$ cat src/rtl/ifu_fetch.sv
// ifu_fetch: RV64 fetch stage with a fetch PC, a 2-entry in-order instruction queue and wrong-path response dropping.
// Define IFU_PERF_EN to add the perf_fetch_cnt / perf_drop_cnt counters.
module ifu_fetch #(
  parameter int               WIDTH    = 64,
  parameter logic [WIDTH-1:0] RESET_PC = WIDTH'(64'h8000_0000)
) (
  input  logic             clk,
  input  logic             rst,
  output logic             imem_req_valid,
  input  logic             imem_req_ready,
  output logic [WIDTH-1:0] imem_req_addr,
  input  logic             imem_rsp_valid,
  input  logic [31:0]      imem_rsp_data,
  input  logic             br_taken,
  input  logic [WIDTH-1:0] br_target,
  output logic             if_valid,
  input  logic             id_ready,
  output logic [WIDTH-1:0] if_pc_o,
  output logic [31:0]      if_inst_o
`ifdef IFU_PERF_EN
  ,
  output logic [63:0]      perf_fetch_cnt,
  output logic [31:0]      perf_drop_cnt
`endif
);

  logic [WIDTH-1:0] r_fpc;
  logic [WIDTH-1:0] r_pc [2];
  logic [31:0]      r_inst [2];
  logic [1:0]       r_filled;
  logic             r_head;
  logic             r_tail;
  logic [1:0]       r_count;
  logic [1:0]       r_drop_cnt;

  logic [1:0] w_alloc;
  logic [1:0] w_unfilled;
  logic [1:0] w_unfilled_cnt;
  logic [2:0] w_credit_used;
  logic [2:0] w_drop_sum;
  logic [1:0] w_drop_redirect;
  logic       w_req_fire;
  logic       w_pop;
  logic       w_fill_en;
  logic       w_fill_idx;
  logic       w_unused;

  // Allocated entries always form a contiguous run starting at head.
  for (genvar gi = 0; gi < 2; gi++) begin : g_entry
    assign w_alloc[gi] = (r_count == 2'd2) || ((r_count == 2'd1) && (r_head == 1'(gi)));
  end

  assign w_unfilled     = w_alloc & ~r_filled;
  assign w_unfilled_cnt = {1'b0, w_unfilled[0]} + {1'b0, w_unfilled[1]};
  assign w_credit_used  = {1'b0, r_count} + {1'b0, r_drop_cnt};

  assign imem_req_valid = !rst && (w_credit_used < 3'd2) && !br_taken;
  assign imem_req_addr  = r_fpc;
  assign w_req_fire     = imem_req_valid && imem_req_ready;

  assign if_valid  = r_filled[r_head];
  assign if_pc_o   = r_pc[r_head];
  assign if_inst_o = r_inst[r_head];
  assign w_pop     = if_valid && id_ready;

  // Responses arrive in order, so the oldest unfilled entry is head unless head is already filled.
  assign w_fill_idx = w_unfilled[r_head] ? r_head : ~r_head;
  assign w_fill_en  = imem_rsp_valid && (r_drop_cnt == 2'd0) && (w_unfilled != 2'b00);

  // Every unfilled entry becomes a drop credit; a response in this same cycle settles one of them.
  assign w_drop_sum      = {1'b0, r_drop_cnt} + {1'b0, w_unfilled_cnt};
  assign w_drop_redirect = w_drop_sum[1:0] - {1'b0, imem_rsp_valid && (w_drop_sum != 3'd0)};

  assign w_unused = ^br_target[1:0];

  always_ff @(posedge clk or posedge rst) begin
    if (rst) begin
      r_fpc      <= RESET_PC;
      r_head     <= 1'b0;
      r_tail     <= 1'b0;
      r_count    <= 2'd0;
      r_drop_cnt <= 2'd0;
      r_filled   <= 2'b00;
      for (int i = 0; i < 2; i++) begin
        r_pc[i]   <= '0;
        r_inst[i] <= '0;
      end
    end else if (br_taken) begin
      r_fpc      <= {br_target[WIDTH-1:2], 2'b00};
      r_head     <= r_tail;
      r_count    <= 2'd0;
      r_filled   <= 2'b00;
      r_drop_cnt <= w_drop_redirect;
    end else begin
      if (w_req_fire) begin
        r_pc[r_tail]     <= r_fpc;
        r_filled[r_tail] <= 1'b0;
        r_tail           <= ~r_tail;
        r_fpc            <= r_fpc + WIDTH'(4);
      end
      if (w_fill_en) begin
        r_inst[w_fill_idx]   <= imem_rsp_data;
        r_filled[w_fill_idx] <= 1'b1;
      end
      if (imem_rsp_valid && (r_drop_cnt != 2'd0)) begin
        r_drop_cnt <= r_drop_cnt - 2'd1;
      end
      if (w_pop) begin
        r_filled[r_head] <= 1'b0;
        r_head           <= ~r_head;
      end
      r_count <= r_count + {1'b0, w_req_fire} - {1'b0, w_pop};
    end
  end

`ifdef IFU_PERF_EN
  logic [63:0] r_perf_fetch;
  logic [31:0] r_perf_drop;
  logic        w_discard;

  assign w_discard = imem_rsp_valid && (br_taken || (r_drop_cnt != 2'd0));

  always_ff @(posedge clk or posedge rst) begin
    if (rst) begin
      r_perf_fetch <= '0;
      r_perf_drop  <= '0;
    end else begin
      if (w_pop) begin
        r_perf_fetch <= r_perf_fetch + 64'd1;
      end
      if (w_discard) begin
        r_perf_drop <= r_perf_drop + 32'd1;
      end
    end
  end

  assign perf_fetch_cnt = r_perf_fetch;
  assign perf_drop_cnt  = r_perf_drop;
`endif

endmodule

$ cat config.mk
export PLATFORM = sky130hd
export DESIGN_NAME = ifu_fetch
export DESIGN_NICKNAME = d
export VERILOG_FILES = /design/src/rtl/ifu_fetch.sv
export SDC_FILE = /design/constraint.sdc
export NUM_CORES = 1
export LEC_CHECK = 0
export ABC_AREA = 1
export CELL_PAD_IN_SITES_DETAIL_PLACEMENT = 0
export CELL_PAD_IN_SITES_GLOBAL_PLACEMENT = 1
export CORE_UTILIZATION = 34
export CTS_CLUSTER_SIZE = 24
export DETAILED_ROUTE_END_ITERATION = 8
export PLACE_DENSITY_LB_ADDON = 0.12
export RECOVER_POWER = 50
export SETUP_SLACK_MARGIN = 0.2
export SYNTH_ARGS = -nofsm -noshare
export SYNTH_HDL_FRONTEND = slang
export SYNTH_SLANG_ARGS = --single-unit
$ cat constraint.sdc
create_clock -name clk -period 9 [get_ports clk]
set_input_delay 1.8 -clock clk [delete_from_list [all_inputs] [get_ports clk]]
set_output_delay 1.8 -clock clk [all_outputs]
set_load 0.01 [all_outputs]
==> results by group, run 1 <==
Yosys
  • Synth cell types: 36
  • Synthesized flop and latch total: 258
  • Yosys warning count: 0
  • Main synth FF type: dfrtp_1
  • Seq/Total Area, Yosys: 0.4836
  • EDFF count, synth: 0
  • Cells after Synth: 1,830
  • Synthesized area: between 0.01 and 0.015 mm^2
  • Async SR Flop Fraction: 1.000
  • Average instance area after synthesis: roughly 7.3 um^2

Placed design
  • Post-Place Cell Area: between 0.015 and 0.02 mm^2
  • HPWL after DPL: between 30,000 and 40,000 um
  • Post-place setup slack: between 2 and 3 ns
  • Port Buf Inserts: around 260
  • GPL Wtd Cong: 0.9101
  • Placed cell count: ~2,500

Final layout
  • Most frequent cells in the layout: 694 x nand2_1, 308 x o21ai_0, 257 x dfrtp_1
  • P&R area growth vs syn: 28.73%
  • Post-route cell area: approximately 0.017 mm^2
  • Nets: 2,156
  • Final std cells w/o fill: 2,587
  • Layout cells sized above 1: 0.02950
  • Fillers: between 4,000 and 5,000
  • Commonest non-fill, non-tap cell in the layout: nand2_1
  • Final core occ: 0.4438

Worst setup path
  • Arrival @ worst endpoint: roughly 4.7 ns
  • Kind of critical path: flip-flop to output port
  • Required @ worst endpoint: 7.20 ns
  • Worst Setup SP: r_head$_DFFE_PP0P_
  • CP Cell Sequence: buf_4, nand2_1, o21ai_0, clkdlybuf4s50_1
  • Highest-delay cell along the critical path: dfrtp_1
  • Maximum fanout along the worst path: 100
  • Worst-case reg-to-reg path depth: 7
  • R2R Path Start: r_head$_DFFE_PP0P_
  • Critical Path End Type: output port
  • Max incr delay on CP: 2.19 ns
  • Worst Setup Start Kind: flip-flop

Floorplan
  • Die Ht: roughly 200 um
  • Die W: approximately 200 um
  • IO Count: around 260
  • Initial Utilization: 0.3447
  • # rows: 72
  • Core Region: between 0.03 and 0.04 mm^2
  • Die area: around 0.04 mm^2

Drt
  • Via/cell ratio: about 4.8
  • Drt total wl: roughly 45,000 um
  • Post-route ant nets: 0
  • DR pass1 iterations: 5
  • DR DRC count: 0
  • Vias: ~12,000
  • DR WL/cell: approximately 18 um
  • Starting DRC count in detailed routing: approximately 770

STA
  • Setup TNS: 0 ns
  • Fin crit share: 0.7251
  • Fin crit period: between 6 and 7 ns
  • Worst rel slew slack: -1.392
  • Max-slew violation count: roughly 280
  • Setup violators final: 0
  • Tightest Pin Transition: 3.588 ns
  • Unrepaired setup endpoints after global routing: no
  • Final hold violations: 0
  • Achievable Freq: 153.2 MHz
  • Hold slack: between 0.4 and 0.5 ns
  • Final WS setup: approximately 2.5 ns
  • Clock skew: 0.01575 ns

CTS
  • Root Buffer: clkbuf_16
  • Post-cts sizing count: 0
  • Max Root-Sink Buffers: 3
  • Clock Latency Late Sink: between 0.5 and 0.6 ns
  • Clock buffer count from CTS: 30
  • Hold_buf cts: 0
  • H-tree levels: 1
  • CTS sink count: between 200 and 300
  • TritonCTS clock tree: built
  • Post-CTS Repair Setup Buffers: 0
  • Clock-pin slew of the registers on the worst-case setup and hold paths: roughly 0.060 ns

GRT
  • GRT Util Overall: 0.2269
  • Global-route wire length before repair: between 70,000 and 80,000 um
  • Largest net degree at the start of global routing: around 150
  • Grt total ovfl: 0
  • Number of global-route vias before repair: ~12,000
  • Initial antenna violation count: 0

Flow run
  • Maximum Capacitance Violations: 5

Run status
  • Outcome: finished with violations
  • Failing checks: max-capacitance violations, max-slew violations

Worst hold path
  • Hold path cells: 2
  • Hold Crit Start: r_pc[61]$_DFFE_PP0P_
  • HP Class: flip-flop to flip-flop

Pwr
  • Power Dens Cells: 261.9 mW/mm^2
  • Leakage: between 7 and 8 nW
  • Peak supply drop: 0.1087 mV
  • Total power: 4.502 mW
[Yosys cell counts (2+ instances only)]
| library cell | instances | area share |
|---|---|---|
| clkbuf_1 | 45 | 0.013 |
| nand2_1 | 694 | 0.20 |
| nor2_1 | 134 | 0.038 |
| buf_4 | 10 | 0.0056 |
| o21bai_1 | 14 | 0.0079 |
| nand4_1 | 16 | 0.0075 |
| dfrtp_1 | 257 | 0.48 |
| ha_1 | 6 | 0.0056 |
| nand3_1 | 50 | 0.019 |
| buf_1 | 3 | 0.00084 |
| o211ai_1 | 7 | 0.0039 |
| o21ai_0 | 305 | 0.11 |
| nor3_1 | 4 | 0.0015 |
| inv_1 | 184 | 0.052 |
| xor2_1 | 26 | 0.017 |
| xnor2_1 | 2 | 0.0013 |
| fa_1 | 2 | 0.0030 |
| buf_2 | 28 | 0.010 |
| clkinv_1 | 2 | 0.00056 |
| o21ai_1 | 13 | 0.0049 |
| o221ai_1 | 6 | 0.0039 |
| nor2_4 | 2 | 0.0017 |
| o21ai_2 | 2 | 0.0013 |
| a21oi_1 | 6 | 0.0022 |
[cell families (layout without fill, tap and decap cells)]
group,count (synthesis),in the layout,synth area share
other,1,5,0.0002808
xor gates and xnor gates,28,28,0.01836
AOI/OAI and AO/OA,356,356,0.1402
DFF,258,258,0.4836
and+or+nand+nor,905,905,0.2665
buffers and inverters,274,509,0.08254
adders and majority gates,8,8,0.008620
[final cells by class]
class / count / area, um^2 / share of cell area
clock buffers: 50 / 907.1 / 0.05277
clock inverters: 4 / 23.77 / 0.001383
diodes: 1 / 2.502 / 0.0001456
well taps: 518 / 648.1 / 0.03770
flip-flops and latches: 258 / 6457 / 0.3756
multi-input cells: 1301 / 5789 / 0.3368
repair buffers: 268 / 2659 / 0.1547
inverters: 187 / 703.2 / 0.04091
[state kept, by name, indices dropped and copies added, names as in the netlist]
| name | flops |
|---|---|
| imem_req_addr | 62 |
| r_count | 2 |
| r_drop_cnt | 2 |
| r_filled | 2 |
| r_head | 1 |
| r_inst | 64 |
| r_pc | 124 |
| r_tail | 1 |
[worst paths after layout]
path,end,slack [ns]
max reg2reg,r_inst[62]$_DFFE_PP0P_,2.59
min in group asynchronous,r_pc[13]$_DFFE_PP0P_,2.16
min,r_pc[61]$_DFFE_PP0P_,0.48
max in group asynchronous,imem_req_addr[46]$_DFFE_PP0N_,5.20
max,if_pc_o[55],2.47
min reg2reg,r_pc[61]$_DFFE_PP0P_,0.48
[worst max-delay path, delay by kind of cell, from the launching register on]
family,cells,cell delay (ns)
flip-flops,1,2.19
AO/OA/AOI/OAI,1,0.15
buffers and inverters,2,1.56
AND/OR/NAND/NOR,1,0.23
[routing by layer]
metal	share of wire	track usage
met4	0.014	0.04121
met2	0.47	0.3738
met3	0.046	0.02815
met1	0.47	0.3212
met5	0	0
[power breakdown]
part / internal [mW] / switching [mW] / total, mW
Combinational: 0.727 / 0.782 / 1.51
Clock: 0.679 / 0.485 / 1.16
Sequential: 1.57 / 0.260 / 1.83
Note: power is estimated with default switching activity, not from simulation.
==> inputs of run 2 (changes only) <==
==> constraint.sdc (replaced) <==
create_clock -name clk -period 5.7 [get_ports clk]
set_input_delay 1.14 -clock clk [delete_from_list [all_inputs] [get_ports clk]]
set_output_delay 1.14 -clock clk [all_outputs]
set_load 0.01 [all_outputs]
==> run 2 against run 1 <==
The flow still finishes with violations (max-capacitance violations, max-slew violations). Combinational power up 60%. Critical endpoint is now imem_req_addr[5]$_DFFE_PP0N_. Critical path type is now primary input to flip-flop. First-iteration DRC count shrank 2.5%. Power is 60% higher. Highest routed layer unchanged. Largest cell class unchanged.
==> results by group, run 2 (same netlist as run 1, synthesis figures left out) <==
Drt
  • Via/cell ratio: 4.816 (+0.53%)
  • DR pass1 iterations: 6 (+1)
  • Post-route ant nets: 0 (unchanged)
  • Met2 wire length: 21,010 um (-0.61%)
  • DR WL/cell: 17.63 um (+0.58%)
  • Starting DRC count in detailed routing: 750 (-2.5%)
  • Vias: 12,434 (+0.34%)
  • Highest metal used: met4
  • Metal3 WL: 2250 um (+8.8%)
  • DRT met1 WL: 21,010 um (-2.3%)
  • Drt total wl: 45,530 um (+0.39%)
  • DR DRC count: 0 (unchanged)

Pwr
  • Power Internal: 4.776 mW (+61%)
  • Sw Ratio: 0.3376 (-0.001520)
  • NetSw: 2.435 mW (+59%)
  • Peak supply drop: 0.2145 mV (+97%)
  • Sequential share of power: 0.401 (-0.005)
  • Combinational share of power: 0.336 (about the same)
  • Leakage: 7.789 nW (+0.28%)
  • Power Dens Cells: 417.8 mW/mm^2 (+60%)
  • Total power: 7.210 mW (+60%)
  • Clock share of power: 0.263 (+0.004)

GRT
  • Initial antenna violation count: 0 (unchanged)
  • Number of global-route vias before repair: 12,053 (-0.68%)
  • Global-route wire length before repair: 71,150 um (-0.87%)
  • Largest net degree at the start of global routing: 105 (-32%)
  • Grt total ovfl: 0 (unchanged)
  • GRT Util Overall: 0.2267 (about the same)

Floorplan
  • IO Count: 264 (unchanged)
  • Die W: 200.2 um (unchanged)
  • Die Ht: 200.2 um (unchanged)
  • # rows: 72 (unchanged)
  • Initial Utilization: 0.3447 (unchanged)
  • Core Region: 0.03874 mm^2 (unchanged)
  • Die area: 0.04007 mm^2 (unchanged)

CTS
  • Hold_buf cts: 0 (unchanged)
  • CTS sink count: 258 (unchanged)
  • Post-CTS Repair Setup Buffers: 0 (unchanged)
  • Root Buffer: clkbuf_16
  • Clock buffer count from CTS: 29 (-3.3%)
  • Clock-pin slew of the registers on the worst-case setup and hold paths: 0.06 ns (about the same)
  • H-tree levels: 1 (unchanged)
  • TritonCTS clock tree: built
  • Max Root-Sink Buffers: 3 (unchanged)
  • Post-cts sizing count: 0 (unchanged)
  • Clock Latency Late Sink: 0.57 ns (about the same)

STA
  • Setup violators final: 0 (unchanged)
  • Unrepaired setup endpoints after global routing: no
  • Clock skew: 0.01486 ns (-0.0008995 ns)
  • Fin crit share: 0.7625
  • Worst rel slew slack: -0.2718 (+1.120)
  • Achievable Freq: roughly 230 MHz
  • Fin crit period: between 4 and 5 ns
  • Tightest Pin Transition: 1.908 ns (-1.680 ns)
  • Max-slew violation count: 365 (+29%)
  • Final hold violations: 0 (unchanged)

Worst setup path
  • Required @ worst endpoint: 6.07 ns (-1.13 ns)
  • Critical Path End Type: flip-flop
  • Worst Setup Start Kind: primary input
  • Kind of critical path: primary input to flip-flop
  • Arrival @ worst endpoint: 4.72 ns (about the same)
  • Maximum fanout along the worst path: 31 (-69%)

Final layout
  • N_diodes: 0 (-1)
  • Layout cells sized above 1: 0.03343 (+0.003933)
  • Most frequent cells in the layout: 694 x nand2_1, 256 x dfrtp_1, 242 x o21ai_0
  • Nets: 2,156 (unchanged)
  • Final core occ: 0.4455 (+0.001744)
  • P&R area growth vs syn: 29.23%
  • Final std cells w/o fill: 2,582 (-0.19%)
  • Commonest non-fill, non-tap cell in the layout: nand2_1
  • Largest register FFs: 124 (unchanged)
  • Register name with the most flops: r_pc

Placed design
  • GPL Wtd Cong: 0.9273 (+1.9%)
  • Placed cell count: 2,533 (+0.039%)
  • Port Buf Inserts: 257 (unchanged)
  • HPWL after DPL: 32,320 um (+0.13%)

Worst hold path
  • HP Class: flip-flop to flip-flop

Run status
  • Outcome: finished with violations
  • Failing checks: max-capacitance violations, max-slew violations

Flow run
  • Maximum Capacitance Violations: 6 (+1)
## run 2: cell count changes in the layout (fill, tap and decap cells not counted), moves of 2 or more
cell	before	now
ha_1	6	4
clkbuf_2	0	5
o21ai_1	10	76
buf_4	9	3
o21ai_0	308	242
clkbuf_1	14	8
bufinv_16	0	2
clkbuf_16	31	29
clkinvlp_4	0	2
clkbuf_8	6	9
## run 2: routing by layer
| layer | up-vias | global-route usage |
|---|---|---|
| li1 | 6189 | - |
| met1 | 5878 | 0.3146 |
| met2 | 308 | 0.3627 |
| met3 | 59 | 0.03628 |
| met4 | 0 | 0.06758 |
| met5 | - | 0 |
## run 2: worst max-delay path, stage by stage
cell           delay, ns
dlygate4sd3_1       0.60
clkinvlp_4          0.11
nand4_1             0.09
clkbuf_1            1.25
inv_1               0.50
clkbuf_2            0.63
o21ai_0             0.23
o221ai_1            0.12
## run 2: layout make-up
type                       instances  area [um^2]
inverter                         187        706.9
clock buffer                      44        872.1
multi-input combinational       1301         5826
sequential                       258         6461
clock inverter                     5        81.33
timing repair buffer             269         2663
tap                              518        648.1
fill                            4024        21480
## run 2: through the flow
stage / instance area (um^2) / hold WS (ns) / TNS, ns / worst slack (ns)
finish: 17260 / 0.4838 / 0 / 1.354
global route: 17260 / 0.5022 / 0 / 0.9283
CTS: 17290 / 0.4880 / 0 / 1.600
detailed placement: 16330 / 0.4728 / 0 / 1.911
global placement: 16330 / 0.4686 / 0 / 1.956
floorplan: 13500 / 0.4534 / -142.17 / -1.009
## run 2: power groups by stage
stage                     sequential [mW]  clock (mW)  combinational (mW)
after CTS                            2.90        1.95                2.49
final                                2.89        1.90                2.42
after global placement               2.91           0                2.44
after detailed placement             2.92           0                2.47
after global routing                 2.98        2.01                2.73
after floorplan                      2.80           0                1.31
## run 2: worst paths after layout
check                                     startpoint                             to  slack (ns)  depth (start not counted)
worst max-delay path                             rst   imem_req_addr[5]$_DFFE_PP0N_        1.35                          8
worst min-delay path            r_pc[77]$_DFFE_PP0P_           r_pc[77]$_DFFE_PP0P_        0.48                          2
worst max register to register  r_count[0]$_DFF_PP0_  imem_req_addr[25]$_DFFE_PP0N_        1.52                         10
worst min register to register  r_pc[77]$_DFFE_PP0P_           r_pc[77]$_DFFE_PP0P_        0.48                          2
max in group asynchronous                        rst          r_pc[114]$_DFFE_PP0P_        2.04                          4
min in group asynchronous                        rst           r_count[1]$_DFF_PP0_        1.33                          3
==> edit 1: new RTL, config.mk and constraints of run 2 <==
The parameter `WIDTH` goes from 64 to 128.
--- a/src/rtl/ifu_fetch.sv
+++ b/src/rtl/ifu_fetch.sv
@@ -2,5 +2,5 @@
 // Define IFU_PERF_EN to add the perf_fetch_cnt / perf_drop_cnt counters.
 module ifu_fetch #(
-  parameter int               WIDTH    = 64,
+  parameter int               WIDTH    = 128,
   parameter logic [WIDTH-1:0] RESET_PC = WIDTH'(64'h8000_0000)
 ) (
Ports: changed (resized br_target, if_pc_o and imem_req_addr); port bits go from 264 to 456. The function was not compared with the original's and may differ.
==> edit 1 against run 2 <==
  * The flow still finishes with violations (capacitance limit, slew limit)
  * Worst hold slack lost 5.4 ps
  * Area after synthesis increased by 81%
  * Final area rose by 80%
  * Routed wire length up 110%
  * Sequential share of layout area shrank 1.3 points
  * Sequential cell count grew 192
  * Non-clock buffer count grew 204
  * Register-to-register slack worse by 170 ps
  * Power increased by 80%
  * Combinational power is 82% higher
  * Worst setup slack got worse by 310 ps
  * Global-route usage is 4.0 points higher
  * Critical path type unchanged
  * Highest routed layer unchanged
==> edit 1: results (changes against run 2) <==
For the data arrival time of the critical path, the log shows 5170 ps (+450 ps). The checks that failed: capacitance limit, slew limit. The via-per-instance ratio was 4.870 (+1.1%); the total of max-cap violations was 3 (-3). Post-synthesis cell area: 24,170 µm² (+81%). For the amount of wire on met3 after detailed routing, the log shows 4568 µm (+100%). The logs give 43,720 µm (+110%) for the wire length on met1 and 620 ps (+50 ps) for the clock latency reported for the late side of the worst-skew pair. The first-pass GRT wire length was 142,800 µm (+100%). The run gives 96,940 µm (+110%) as the wire length reported by the detailed router. For the total routing usage reported by global routing, the log shows 0.2662 (+0.03956). The minimum clock period after layout works out to 4655 ps (+308.7 ps). The run gives 19.53 ps (+4.678 ps) as the clock skew.

By count the netlist is led by nand2_1 (1,433), dfrtp_1 (449), inv_1 (313). The overall power consumption was 13.00 mW (+80%). For the number of pins exceeding their max-slew limit in the final report, the log shows 287 (-21%).

The number of global-route vias before repair was 22,181 (+84%). The end of the worst register-to-register path was r_inst[34]. The flow ran to the end, but the final reports show violations.

The cell depth of the worst flop-to-flop path was 8 (-2); the power consumed by combinational cells was 4.41 mW (+82%). The starting DRC count in detailed routing is 1,955 (+160%), and the number of library cell types mapped by synthesis is 40 (+11%). The maximum cell stage delay along the critical path works out to 2440 ps (+1190 ps). The clock network power is 3.45 mW (+82%), and the number of flip-flops in the largest register is 252 (+100%). For hold timing, the worst endpoint is r_pc[4].
edit 1: stage by stage:
step	instances	hold WS (ps)	util
6_report	4794	478.3	0.4438
5_1_grt	4792	495.4	0.4437
4_1_cts	4789	481.6	0.4453
3_5_place_dp	4694	466.1	0.4204
3_3_place_gp	4694	459.4	0.4204
2_1_floorplan	3428	441.7	-
edit 1: area by class of cell:
cell class                 count  area [µm²]  share of cell area
antenna                        5       12.51           0.0004019
tap                          940        1176             0.03778
sequential                   450       11270              0.3619
timing repair buffer         473        4762              0.1530
multi-input combinational   2513       10950              0.3518
clock inverter                10       108.9            0.003496
inverter                     318        1215             0.03902
clock buffer                  85        1639             0.05265
edit 1: worst max-delay path: cells and delay by family:
family | cells | cell delay, ps
AO/OA/AOI/OAI | 1 | 380
buffers and inverters | 2 | 2650
AND/OR/NAND/NOR | 1 | 900
==> edit 2: new RTL, config.mk and constraints of run 2 <==
Without the edit above. Add an input register stage for `br_target`, cleared by the reset; this delays it by one clock. The other inputs are not delayed to match.
--- a/src/rtl/ifu_fetch.sv
+++ b/src/rtl/ifu_fetch.sv
@@ -24,4 +24,14 @@
 `endif
 );
+
+  logic [WIDTH-1:0] br_target_q;
+
+  always_ff @(posedge clk or posedge rst) begin
+    if (rst) begin
+      br_target_q <= '0;
+    end else begin
+      br_target_q <= br_target;
+    end
+  end
 
   logic [WIDTH-1:0] r_fpc;
@@ -72,5 +82,5 @@
   assign w_drop_redirect = w_drop_sum[1:0] - {1'b0, imem_rsp_valid && (w_drop_sum != 3'd0)};
 
-  assign w_unused = ^br_target[1:0];
+  assign w_unused = ^br_target_q[1:0];
 
   always_ff @(posedge clk or posedge rst) begin
@@ -87,5 +97,5 @@
       end
     end else if (br_taken) begin
-      r_fpc      <= {br_target[WIDTH-1:2], 2'b00};
+      r_fpc      <= {br_target_q[WIDTH-1:2], 2'b00};
       r_head     <= r_tail;
       r_count    <= 2'd0;
Check against the original RTL: not equivalent (Yosys sat finds a counterexample within 4 cycles, from zero or initial values and one cycle with rst high).
==> edit 2 against run 2 <==
  * The run still ends with capacitance limit, slew limit left
  * Area after synthesis grew 13%
  * Routed wire length increased by 7.2%
  * Sequential cell count grew 62
  * Power rose by 13%
  * Sequential power up 15%
  * Die area rose by 13%
  * Core utilization about the same
  * Count of clock-buffer cells in the layout is 14 higher
  * Via count is 5.2% higher
  * First-iteration DRC count increased by 26%
  * Final area is 12% higher
  * Worst setup slack got worse by 260 ps
  * Register-to-register slack better by 280 ps
  * Critical path type is now reg2out
  * Critical endpoint is now if_pc_o[28]
==> edit 2: results (changes against run 2) <==
The clock latency reported for the late side of the worst-skew pair is 550 ps (-20 ps), and the worst IR drop on VDD is 0.0002232 V (+4.1%). The number of global-route vias before repair came out at 12,880 (+6.9%). Sum of net half-perimeters after detailed placement: 33,330 µm (+3.1%). The wire length on met1 was 22,650 µm (+7.8%).

Beginning of the critical path: r_head. The final cell count without fillers is 2,751 (+6.5%), and the fraction of met3 tracks used by global routing is 0.04106 (+0.004780). Sorting the synthesized cells by how often they occur yields nand2_1 (800), dfrtp_1 (319), inv_1 (157). The tools report the maximum level of the CTS H-tree as 2 (+1). The actual transition at the worst max-transition pin works out to 2688 ps (+780.7 ps).

The final reports fail on capacitance limit, slew limit. The post-synthesis share of cell area spent on full adders, half adders and majority gates is 0.007148 (-0.001472), and the static leakage power is 8.886 nW (+14%). The run gives 3470 ps (-1250 ps) as the data arrival time of the critical path.

By area the synthesized netlist is led by dfrtp_1 (53%), nand2_1 (20%), o21ai_0 (4.6%). Routability congestion estimate from global placement: 0.8672 (-6.5%). The number of pins exceeding their max-slew limit in the final report is 234 (-36%), and the largest net degree at the start of global routing is 192 (+83%). The first-pass detailed-route iteration total was 5 (-1).

The flow ran to the end, but the final reports show violations. The endpoint identified for the worst register-to-register timing path is imem_req_addr[30]. The run gives 1,915 (+4.6%) as the count of mapped cells out of synthesis. The net count of the finished layout is 2,252 (+4.5%). The number of buffers created by CTS was 40 (+38%); the global-route track usage on met2 was 0.3569 (-0.005838). The startpoint identified for the worst hold timing path is br_target_q[8]. The tools report the met1 layer usage reported by global route as 0.3041 (-0.01047).

The largest driver fanout on the critical path is 79 (+150%), and the amount of wire on met3 after detailed routing is 2617 µm (+16%). For the register area share after synthesis, the log shows 0.5320 (+0.04844). The largest individual stage delay along the critical path comes from the cell dfrtp_4.

The maximum cell stage delay along the critical path is 970 ps (-280 ps). The routed length on met2 is 22,490 µm (+7.0%), and the cell count after placement is 2,685 (+6.0%). End point of the worst hold path: imem_req_addr[8]. The per-cell routed wire length was 17.75 µm (+0.64%). For the total of max-cap violations, the log shows 2 (-4). The via-per-instance ratio is 4.754 (-1.3%), and the number of fill cells is 4,442 (+10%). The total routing usage reported by global routing is 0.2221 (-0.004585), and the number of antenna violations at the first check in global routing is 2 (+2).

The tools report the first-pass GRT wire length as 75,920 µm (+6.7%). Number of library cell types mapped by synthesis: 37 (+2.8%).
==> edit 2: cell count changes after synthesis, sizes merged, moves of 4 or more <==
cell,run 2,this run
nand2,694,805
dfrtp,257,319
o21ai,320,260
inv,185,160
nor2,138,144
o211ai,7,13
clkbuf,46,41
nand4,16,11
o221ai,6,2
xor2,26,22
==> edit 2: metrics by stage <==
step	setup TNS (ps)	cell area, µm²	hold slack, ps
finish	0	19300	463.0
global route	0	19300	491.7
CTS	0	19360	465.0
detailed placement	0	18140	451.0
global placement	0	18140	444.8
floorplan	-234550	15410	435.5
==> edit 2: where the power goes <==
group | switching, mW | total (mW) | internal, mW
clock network | 0.970 | 2.40 | 1.42
registers | 0.420 | 3.32 | 2.90
logic | 1.28 | 2.41 | 1.13
==> edit 2: cell type report <==
type	instances	area share
clock buffers	58	0.05906
clock inverters	8	0.003890
inverters	163	0.03313
multi-input cells	1351	0.3137
flip-flops and latches	320	0.4151
well taps	585	0.03792
repair buffers	266	0.1372
